## config.mk

```make
export PLATFORM = sky130hd
export DESIGN_NAME = uart_frame_decoder
export DESIGN_NICKNAME = d
export VERILOG_FILES = /design/src/rtl/uart_frame_decoder.sv
export SDC_FILE = /design/constraint.sdc
export NUM_CORES = 1
export LEC_CHECK = 0
export CORE_ASPECT_RATIO = 1.5
export CORE_UTILIZATION = 53
export DETAILED_ROUTE_END_ITERATION = 7
export PLACE_DENSITY = 0.76
export SLEW_MARGIN = 20
export SYNTH_ARGS = -nofsm -noshare
export SYNTH_HDL_FRONTEND = slang
export SYNTH_SLANG_ARGS = --single-unit
```

## constraint.sdc

```tcl
create_clock -name clk -period 2.8 [get_ports clk]
set_input_delay 0.84 -clock clk [delete_from_list [all_inputs] [get_ports clk]]
set_output_delay 0.84 -clock clk [all_outputs]
set_load 0.05 [all_outputs]
```

## src/rtl/uart_frame_decoder.sv

```systemverilog
`default_nettype none
// ============================================================================
// Module      : uart_frame_decoder
// Description : Parses framed WRITE/FILL commands from the UART receive byte
//               stream, issues framebuffer write strobes, reports checksum
//               status and resynchronises on inter-byte timeout.
// Revision    : 1.0 - initial release
// ============================================================================
module uart_frame_decoder #(
    parameter logic [7:0] SYNC_BYTE      = 8'hA5,
    parameter int         ADDR_WIDTH     = 10,
    parameter int         TIMEOUT_CYCLES = 120000
) (
    input  logic                  clk,
    input  logic                  rst,
    input  logic                  i_uart_received,
    input  logic [7:0]            i_uart_rx_byte,
    output logic                  o_fb_we,
    output logic [ADDR_WIDTH-1:0] o_fb_addr,
    output logic [7:0]            o_fb_data,
    output logic                  o_frame_ok,
    output logic                  o_frame_err,
    output logic                  o_rx_dropped,
    output logic                  o_busy
);

    localparam logic [7:0] c_CMD_WRITE = 8'h01;
    localparam logic [7:0] c_CMD_FILL  = 8'h02;

    // AHI bits that would address beyond the framebuffer
    localparam logic [7:0] c_AHI_ILLEGAL = 8'(8'hFF << (ADDR_WIDTH - 8));

    localparam int                  c_TMO_W    = $clog2(TIMEOUT_CYCLES + 1);
    localparam logic [c_TMO_W-1:0] c_TMO_LAST = c_TMO_W'(TIMEOUT_CYCLES - 1);
    localparam logic [c_TMO_W-1:0] c_TMO_ONE  = c_TMO_W'(1);
    localparam logic [ADDR_WIDTH-1:0] c_ADDR_ONE = ADDR_WIDTH'(1);

    typedef enum logic [3:0] {
        S_IDLE = 4'd0,
        S_CMD  = 4'd1,
        S_AHI  = 4'd2,
        S_ALO  = 4'd3,
        S_LEN  = 4'd4,
        S_DATA = 4'd5,
        S_FVAL = 4'd6,
        S_CHK  = 4'd7,
        S_FILL = 4'd8
    } state_t;

    state_t                  r_state,      w_state_next;
    logic                    r_is_fill,    w_is_fill_next;
    logic [7:0]              r_ahi,        w_ahi_next;
    logic [ADDR_WIDTH-1:0]   r_addr,       w_addr_next;     // next write address
    logic [8:0]              r_len,        w_len_next;      // bytes/writes remaining
    logic [7:0]              r_chk,        w_chk_next;      // running XOR
    logic [7:0]              r_val,        w_val_next;      // FILL value
    logic [c_TMO_W-1:0]      r_tmo,        w_tmo_next;
    logic                    r_fb_we,      w_fb_we_next;
    logic [ADDR_WIDTH-1:0]   r_fb_addr,    w_fb_addr_next;
    logic [7:0]              r_fb_data,    w_fb_data_next;
    logic                    r_frame_ok,   w_frame_ok_next;
    logic                    r_frame_err,  w_frame_err_next;
    logic                    r_rx_dropped, w_rx_dropped_next;
    logic                    r_busy;

    logic                    w_in_frame;
    logic                    w_tmo_hit;
    logic                    w_ahi_bad;

    assign w_in_frame = (r_state != S_IDLE) && (r_state != S_FILL);
    assign w_tmo_hit  = w_in_frame && !i_uart_received && (r_tmo == c_TMO_LAST);
    assign w_ahi_bad  = |(i_uart_rx_byte & c_AHI_ILLEGAL);

    // State and datapath registers; everything returns to zero/IDLE on reset
    always_ff @(posedge clk or posedge rst) begin
        if (rst) begin
            r_state      <= S_IDLE;
            r_is_fill    <= 1'b0;
            r_ahi        <= 8'h00;
            r_addr       <= '0;
            r_len        <= 9'd0;
            r_chk        <= 8'h00;
            r_val        <= 8'h00;
            r_tmo        <= '0;
            r_fb_we      <= 1'b0;
            r_fb_addr    <= '0;
            r_fb_data    <= 8'h00;
            r_frame_ok   <= 1'b0;
            r_frame_err  <= 1'b0;
            r_rx_dropped <= 1'b0;
            r_busy       <= 1'b0;
        end else begin
            r_state      <= w_state_next;
            r_is_fill    <= w_is_fill_next;
            r_ahi        <= w_ahi_next;
            r_addr       <= w_addr_next;
            r_len        <= w_len_next;
            r_chk        <= w_chk_next;
            r_val        <= w_val_next;
            r_tmo        <= w_tmo_next;
            r_fb_we      <= w_fb_we_next;
            r_fb_addr    <= w_fb_addr_next;
            r_fb_data    <= w_fb_data_next;
            r_frame_ok   <= w_frame_ok_next;
            r_frame_err  <= w_frame_err_next;
            r_rx_dropped <= w_rx_dropped_next;
            r_busy       <= (w_state_next == S_FILL);
        end
    end

    // Frame parser: next state, datapath updates and output pulses
    always_comb begin
        w_state_next      = r_state;
        w_is_fill_next    = r_is_fill;
        w_ahi_next        = r_ahi;
        w_addr_next       = r_addr;
        w_len_next        = r_len;
        w_chk_next        = r_chk;
        w_val_next        = r_val;
        w_fb_we_next      = 1'b0;
        w_fb_addr_next    = r_fb_addr;
        w_fb_data_next    = r_fb_data;
        w_frame_ok_next   = 1'b0;
        w_frame_err_next  = 1'b0;
        w_rx_dropped_next = 1'b0;

        case (r_state)
            S_IDLE: begin
                if (i_uart_received && (i_uart_rx_byte == SYNC_BYTE)) begin
                    w_chk_next   = 8'h00;
                    w_state_next = S_CMD;
                end
            end
            S_CMD: begin
                if (i_uart_received) begin
                    if ((i_uart_rx_byte == c_CMD_WRITE) || (i_uart_rx_byte == c_CMD_FILL)) begin
                        w_is_fill_next = (i_uart_rx_byte == c_CMD_FILL);
                        w_chk_next     = i_uart_rx_byte;
                        w_state_next   = S_AHI;
                    end else begin
                        w_frame_err_next = 1'b1;
                        w_state_next     = S_IDLE;
                    end
                end
            end
            S_AHI: begin
                if (i_uart_received) begin
                    if (w_ahi_bad) begin
                        w_frame_err_next = 1'b1;
                        w_state_next     = S_IDLE;
                    end else begin
                        w_ahi_next   = i_uart_rx_byte;
                        w_chk_next   = r_chk ^ i_uart_rx_byte;
                        w_state_next = S_ALO;
                    end
                end
            end
            S_ALO: begin
                if (i_uart_received) begin
                    w_addr_next  = ADDR_WIDTH'({r_ahi, i_uart_rx_byte});
                    w_chk_next   = r_chk ^ i_uart_rx_byte;
                    w_state_next = S_LEN;
                end
            end
            S_LEN: begin
                if (i_uart_received) begin
                    // LEN of zero encodes 256
                    w_len_next   = (i_uart_rx_byte == 8'h00) ? 9'd256 : {1'b0, i_uart_rx_byte};
                    w_chk_next   = r_chk ^ i_uart_rx_byte;
                    w_state_next = r_is_fill ? S_FVAL : S_DATA;
                end
            end
            S_DATA: begin
                if (i_uart_received) begin
                    w_fb_we_next   = 1'b1;
                    w_fb_addr_next = r_addr;
                    w_fb_data_next = i_uart_rx_byte;
                    w_addr_next    = r_addr + c_ADDR_ONE;
                    w_len_next     = r_len - 9'd1;
                    w_chk_next     = r_chk ^ i_uart_rx_byte;
                    if (r_len == 9'd1) begin
                        w_state_next = S_CHK;
                    end
                end
            end
            S_FVAL: begin
                if (i_uart_received) begin
                    w_val_next   = i_uart_rx_byte;
                    w_chk_next   = r_chk ^ i_uart_rx_byte;
                    w_state_next = S_CHK;
                end
            end
            S_CHK: begin
                if (i_uart_received) begin
                    if (i_uart_rx_byte == r_chk) begin
                        w_frame_ok_next = 1'b1;
                        w_state_next    = r_is_fill ? S_FILL : S_IDLE;
                    end else begin
                        w_frame_err_next = 1'b1;
                        w_state_next     = S_IDLE;
                    end
                end
            end
            S_FILL: begin
                // One write per cycle; incoming bytes are discarded and flagged
                w_fb_we_next   = 1'b1;
                w_fb_addr_next = r_addr;
                w_fb_data_next = r_val;
                w_addr_next    = r_addr + c_ADDR_ONE;
                w_len_next     = r_len - 9'd1;
                if (r_len == 9'd1) begin
                    w_state_next = S_IDLE;
                end
                if (i_uart_received) begin
                    w_rx_dropped_next = 1'b1;
                end
            end
            default: begin
                w_state_next = S_IDLE;
            end
        endcase

        // Inter-byte timeout aborts a partial frame; a byte on the expiry cycle wins
        if (w_tmo_hit) begin
            w_frame_err_next = 1'b1;
            w_state_next     = S_IDLE;
        end
    end

    // Inter-byte timeout counter, only runs while a frame is in progress
    always_comb begin
        w_tmo_next = r_tmo + c_TMO_ONE;
        if (i_uart_received || !w_in_frame || w_tmo_hit) begin
            w_tmo_next = '0;
        end
    end

    assign o_fb_we      = r_fb_we;
    assign o_fb_addr    = r_fb_addr;
    assign o_fb_data    = r_fb_data;
    assign o_frame_ok   = r_frame_ok;
    assign o_frame_err  = r_frame_err;
    assign o_rx_dropped = r_rx_dropped;
    assign o_busy       = r_busy;

endmodule
`default_nettype wire

```

# After elaboration in Yosys (flattened, before gate mapping)
# Cells that the tools add are included.
# W data, S select, Z words.
[classes] eq_ne=25 n_addsub=3 multipliers=0 mux=50 n_lt_le_gt_ge=0 div_mod_pow=0 bitwise_logic=2 n_reduce_logical=25 shifts=0
[op_table] operator="$mux W8" n=7
[op_table] operator="$mux W4" n=13
[op_table] operator="$pmux W4 S9" n=1
[op_table] operator="$pmux W8 S4" n=1
[op_table] operator="$mux W10" n=3
[op_table] operator="$pmux W10 S3" n=1
[op_table] operator="$mux W9" n=3
[op_table] operator="$pmux W9 S3" n=1
[op_table] operator="$pmux W10 S2" n=1
[op_table] operator="$add A17 B1 Y17 const B" n=1
[op_table] operator="$eq A17 B17 Y1 const B" n=1
[op_table] operator="$mux W17" n=1
[op_table] operator="$eq A4 B3 Y1 const B" n=4
[op_table] operator="$ne A2 B2 Y1 const B" n=8
[op_table] operator="$pmux W8 S2" n=1
[op_table] operator="$mux W1" n=12
[op_table] operator="$reduce_and A3 Y1" n=4
[op_table] operator="$add A10 B1 Y10 const B" n=1
[op_table] operator="$eq A9 B1 Y1 const B" n=1
[op_table] operator="$sub A9 B1 Y9 const B" n=1
[op_table] operator="$eq A4 B2 Y1 const B" n=2
[op_table] operator="$eq A4 B4 Y1 const B" n=2
[op_table] operator="$eq A8 B1 Y1 const B" n=1
[op_table] operator="$eq A8 B2 Y1 const B" n=1
[op_table] operator="22 further kinds" n=33
[totals] output_inout_bits=23 word_cells=120 latchBits=0 input_bits=11 n_memories=0 rom_bits=0 ff_bits=82 mem_bits_rw=0

# Depth between registers and ports, before layout
[logic_depth] word_depth=7 ltp_mapped=8 mapped_depth_nobuf=7

# Worst setup path after synthesis
# No wires, ideal clock.
[synth_path] kind="input -> register" startpoint="in i_uart_rx_byte[3]" endpoint="reg r_chk[6]" setup_ns=0.076 path_stages=8 path_slack_ns=0.429 arrival_ns=2.295 required_time_ns=2.724 path_cell_list="buf_2 -> nor3_4 -> nand3_1 -> a22o_1 -> buf_6 -> or3_1 -> buf_2 -> o21ai_1"
[synth_via] elab_chain_len=4 word_cells_on_any_way=10 cone_classes="eq/ne (6); reduce/logical (4)"
[synth_lines] element="start, declared" line="17" text="input logic [7:0] i_uart_rx_byte,"
[synth_lines] element="$eq A8 B1 Y1, or another cell as far along" line="136" text="if ((i_uart_rx_byte == c_CMD_WRITE) || (i_uart_rx_byte == c_CMD_FILL)) begin"
[synth_lines] element="$logic_or A1 B1 Y1 / $logic_and A1 B1 Y1 (equally long branches)" line="136, 129"
[synth_lines] element="$ne A2 B2 Y1 (no source line)"
[synth_lines] element="$reduce_and A7 Y1 (no source line) (*)"
[synth_lines] element="end signal, assigned" line="98" text="r_chk <= w_chk_next;"
[synth_lines] element="end, declared" line="55" text="logic [7:0] r_chk, w_chk_next;"
# Every way passes the cells marked *; elsewhere a longest branch is shown, timed or not.
# A chain may end at the register's enable or synchronous reset.

# Final worst setup path
[layout_path] startpoint="in i_uart_rx_byte[1]" endpoint="reg r_chk[7]"
# The elaborated chain is that of the path after synthesis.

==> impl_results.md <==
- Status: finished, final reports clean
- Die ar.: 8572 um2
- Synth area leaders: dfrtp_1, mux2_2, nor2_1
- Met1 global-route usage: 0.3020
- Tcrit/Tclk final: 0.9114
- Final hold vios: 0
- Most used DFF post-synth: dfrtp_1
- Cells after Synth: 462
- GR Layer Usage met2: 0.4552
- Max H-tree Level: 3
- Tmin final: approximately 2600 ps
- Initial Util: 0.5461
- Antenna violations before repair: 0
- Hold path startpoint: r_val[0]$_DFFE_PP0P_
- Pin count of the biggest net entering global routing: 48
- R2R depth: 5
- Buffers on Ports: 33
- Clock-pin slew on the worst setup and hold paths: 60 ps
- ANT cells: 0
- Global route hottest layer: met2
- Syn_nets: 477
- Post-route antenna net violation count: 0
- Most frequent cells in the layout: dfrtp_1, nor2_1, nand2_1
- Hold endpoint: o_fb_data[0]$_DFFE_PP0P_
- Final GP Congestion: a little under 0.9
- Worst EP required: 3010 ps
- Die H: 112.9 um
- Setup_tns: 0 ps
- First-pass GRT wire length: around 17 mm
- I/O pin count: 34
- Largest area contributor in the netlist: dfrtp_1
- Hold buffers post-CTS: 0
- Clk_lat worst skew: ~340 ps
- WL/cell: 16.57 um
- M3 GR Usage: 0.04274
- CP Max Fanout: 7
- Post-synth EDFFs: 0
- Max Fclk: 391.8 MHz
- Most common cell after layout, fill and taps aside: dfrtp_1
- Global route overflow: 0
- CP arrival: approximately 2800 ps
- Num Clock Sinks: 82
- Longest Clk Path Bufs: 2
- Final setup fails: 0
- Netlist cell types: 50
- Die Wd: ~76 um
- Vias: about 3600
- Worst Tran Pin Value: 846.9 ps
- CORE AREA: 7958 um2
- DRC Markers: 0
- Initial DRC Count: 250
- Vias in the first global route: 3501
- FILL cells: between 600 and 700
- Final nets: roughly 520
- Detail Placement HPWL: slightly above 7 mm
- Post_cts resized: 0
- Final Max Tran Viols: 0
- PD cells: 592.5 nW/um2
- Total CTS buffers: 9
- Slew headroom: 0.4302
- Register area share after synthesis: 0.4722
- Hold path cells: 2
- Startpoint type of the worst setup path: input pin
- CP endpoint kind: flop
- Max cap viols: 0
- Area growth syn-to-layout: 21.22%
- Synthesized area: 4345 um2
- # Post-CTS Setup Buffers: 0
- Final wirelength: 10.23 mm
- R2R Setup Slk: 590 ps
- FF-to-FF End: r_chk[6]$_DFFE_PP0P_
- Tot GR Track Use: 0.2545
- Final Util: 0.6620
- FF-to-FF Start: r_state[1]$_DFF_PP0_
- RSZ-0062 raised after global routing: false
- Layout cells sized above 1: 0.1523
- TritonCTS clock tree: done
- Lkg Pwr: 2.306 nW
- Total power: approximately 3.1 mW
- Hold crit path type: flop to flop
- DR vias/cell: 5.887
- Root buffer cell: clkbuf_16
- Crit Path Category: input pin to flop
- Final Skew: 6.165 ps
- Site Rows: 40
- Async set or reset register ratio after synthesis: 1.000
- DRT Pass-1 Iters: 5
- Synth Register Bits: 82
- Syn Area/Cell: 9.406 um2
- Yosys top cell area share: 0.4722
- Syn. warnings: 0
- Peak VDD IR: 423.1 uV
[registers in the layout, indices dropped and copies added (netlist names)]
| register | flops |
|---|---|
| o_busy | 1 |
| o_fb_addr | 10 |
| o_fb_data | 8 |
| o_fb_we | 1 |
| o_frame_err | 1 |
| o_frame_ok | 1 |
| o_rx_dropped | 1 |
| r_addr | 10 |
| r_ahi | 2 |
| r_chk | 8 |
| r_is_fill | 1 |
| r_len | 9 |
| r_state | 4 |
| r_tmo | 17 |
| r_val | 8 |
[cell usage after synthesis, types with 6 or more instances]
| master | instances |
|---|---|
| o21ai_0 | 28 |
| dfrtp_1 | 82 |
| buf_2 | 14 |
| a21oi_1 | 29 |
| o21ai_1 | 9 |
| o22ai_1 | 9 |
| nand3_1 | 23 |
| clkbuf_1 | 12 |
| mux2i_1 | 6 |
| nor4_1 | 6 |
| o41ai_1 | 8 |
| inv_1 | 14 |
| xnor2_1 | 6 |
| nand4_1 | 7 |
| nor3_1 | 11 |
| nand2_1 | 39 |
| nor2_1 | 47 |
| mux2_2 | 20 |
| a31oi_1 | 7 |
| xor2_1 | 20 |
[kinds of logic (layout without fill, tap and decap cells)]
family,after synthesis,after routing,share of synthesized area
AO/OA/AOI/OAI,115,115,0.1635
XOR/XNOR,26,26,0.05240
adder cells (fa/ha/maj),4,4,0.01152
buffers and inverters,45,95,0.04837
flip-flops,82,82,0.4722
multiplexers,26,26,0.06565
AND/OR/NAND/NOR,164,164,0.1863
[final cells by class]
type | instances | area (um2) | area share
Multi-Input combinational cell | 335 | 2083 | 0.3955
Sequential cell | 82 | 2052 | 0.3895
Timing Repair Buffer | 66 | 603.1 | 0.1145
Clock buffer | 11 | 242.7 | 0.04608
Tap cell | 105 | 131.4 | 0.02494
Clock inverter | 4 | 98.84 | 0.01876
Inverter | 14 | 56.30 | 0.01069
[worst max-delay path, cell delays in order]
cell	delay, ps
clkdlybuf4s50_1	470
nor2b_1	190
nand4_1	140
a2111o_1	460
buf_4	180
o41ai_1	370
o21ai_1	110
[layer usage]
metal | part of all wire | wire length, um | vias up
met4 | 0.019 | 193 | 0
met1 | 0.41 | 4196 | 1766
li1 | - | - | 1743
met2 | 0.54 | 5471 | 102
met3 | 0.036 | 363 | 21
met5 | 0 | 0 | -
[worst max-delay path by stage]
stage,cells past startpoint,endpoint,start
6_report,7,r_chk[7]$_DFFE_PP0P_,i_uart_rx_byte[1]
2_1_floorplan,8,r_chk[6]$_DFFE_PP0P_,i_uart_rx_byte[3]
3_3_place_gp,6,r_chk[2]$_DFFE_PP0P_,i_uart_rx_byte[0]
4_1_cts,7,r_chk[1]$_DFFE_PP0P_,i_uart_rx_byte[1]
3_5_place_dp,7,r_chk[1]$_DFFE_PP0P_,i_uart_rx_byte[1]
5_1_grt,7,r_chk[4]$_DFFE_PP0P_,i_uart_rx_byte[1]
[power by group]
| part | switching, mW | internal, mW |
|---|---|---|
| registers | 0.0994 | 1.27 |
| logic | 0.227 | 0.176 |
| clock network | 0.456 | 0.894 |
[stage by stage]
stage | setup slack (ps) | area, um2 | std cells | hold WS, ps
2_1_floorplan | 428.8 | 4349 | 462 | 446.0
3_3_place_gp | 12.72 | 4926 | 602 | 457.5
3_5_place_dp | -90.27 | 4926 | 602 | 470.8
4_1_cts | 253.5 | 5268 | 617 | 483.4
5_1_grt | 165.9 | 5268 | 617 | 518.8
6_report | 248.0 | 5268 | 617 | 483.6
Note: power is estimated with default switching activity, not from simulation.
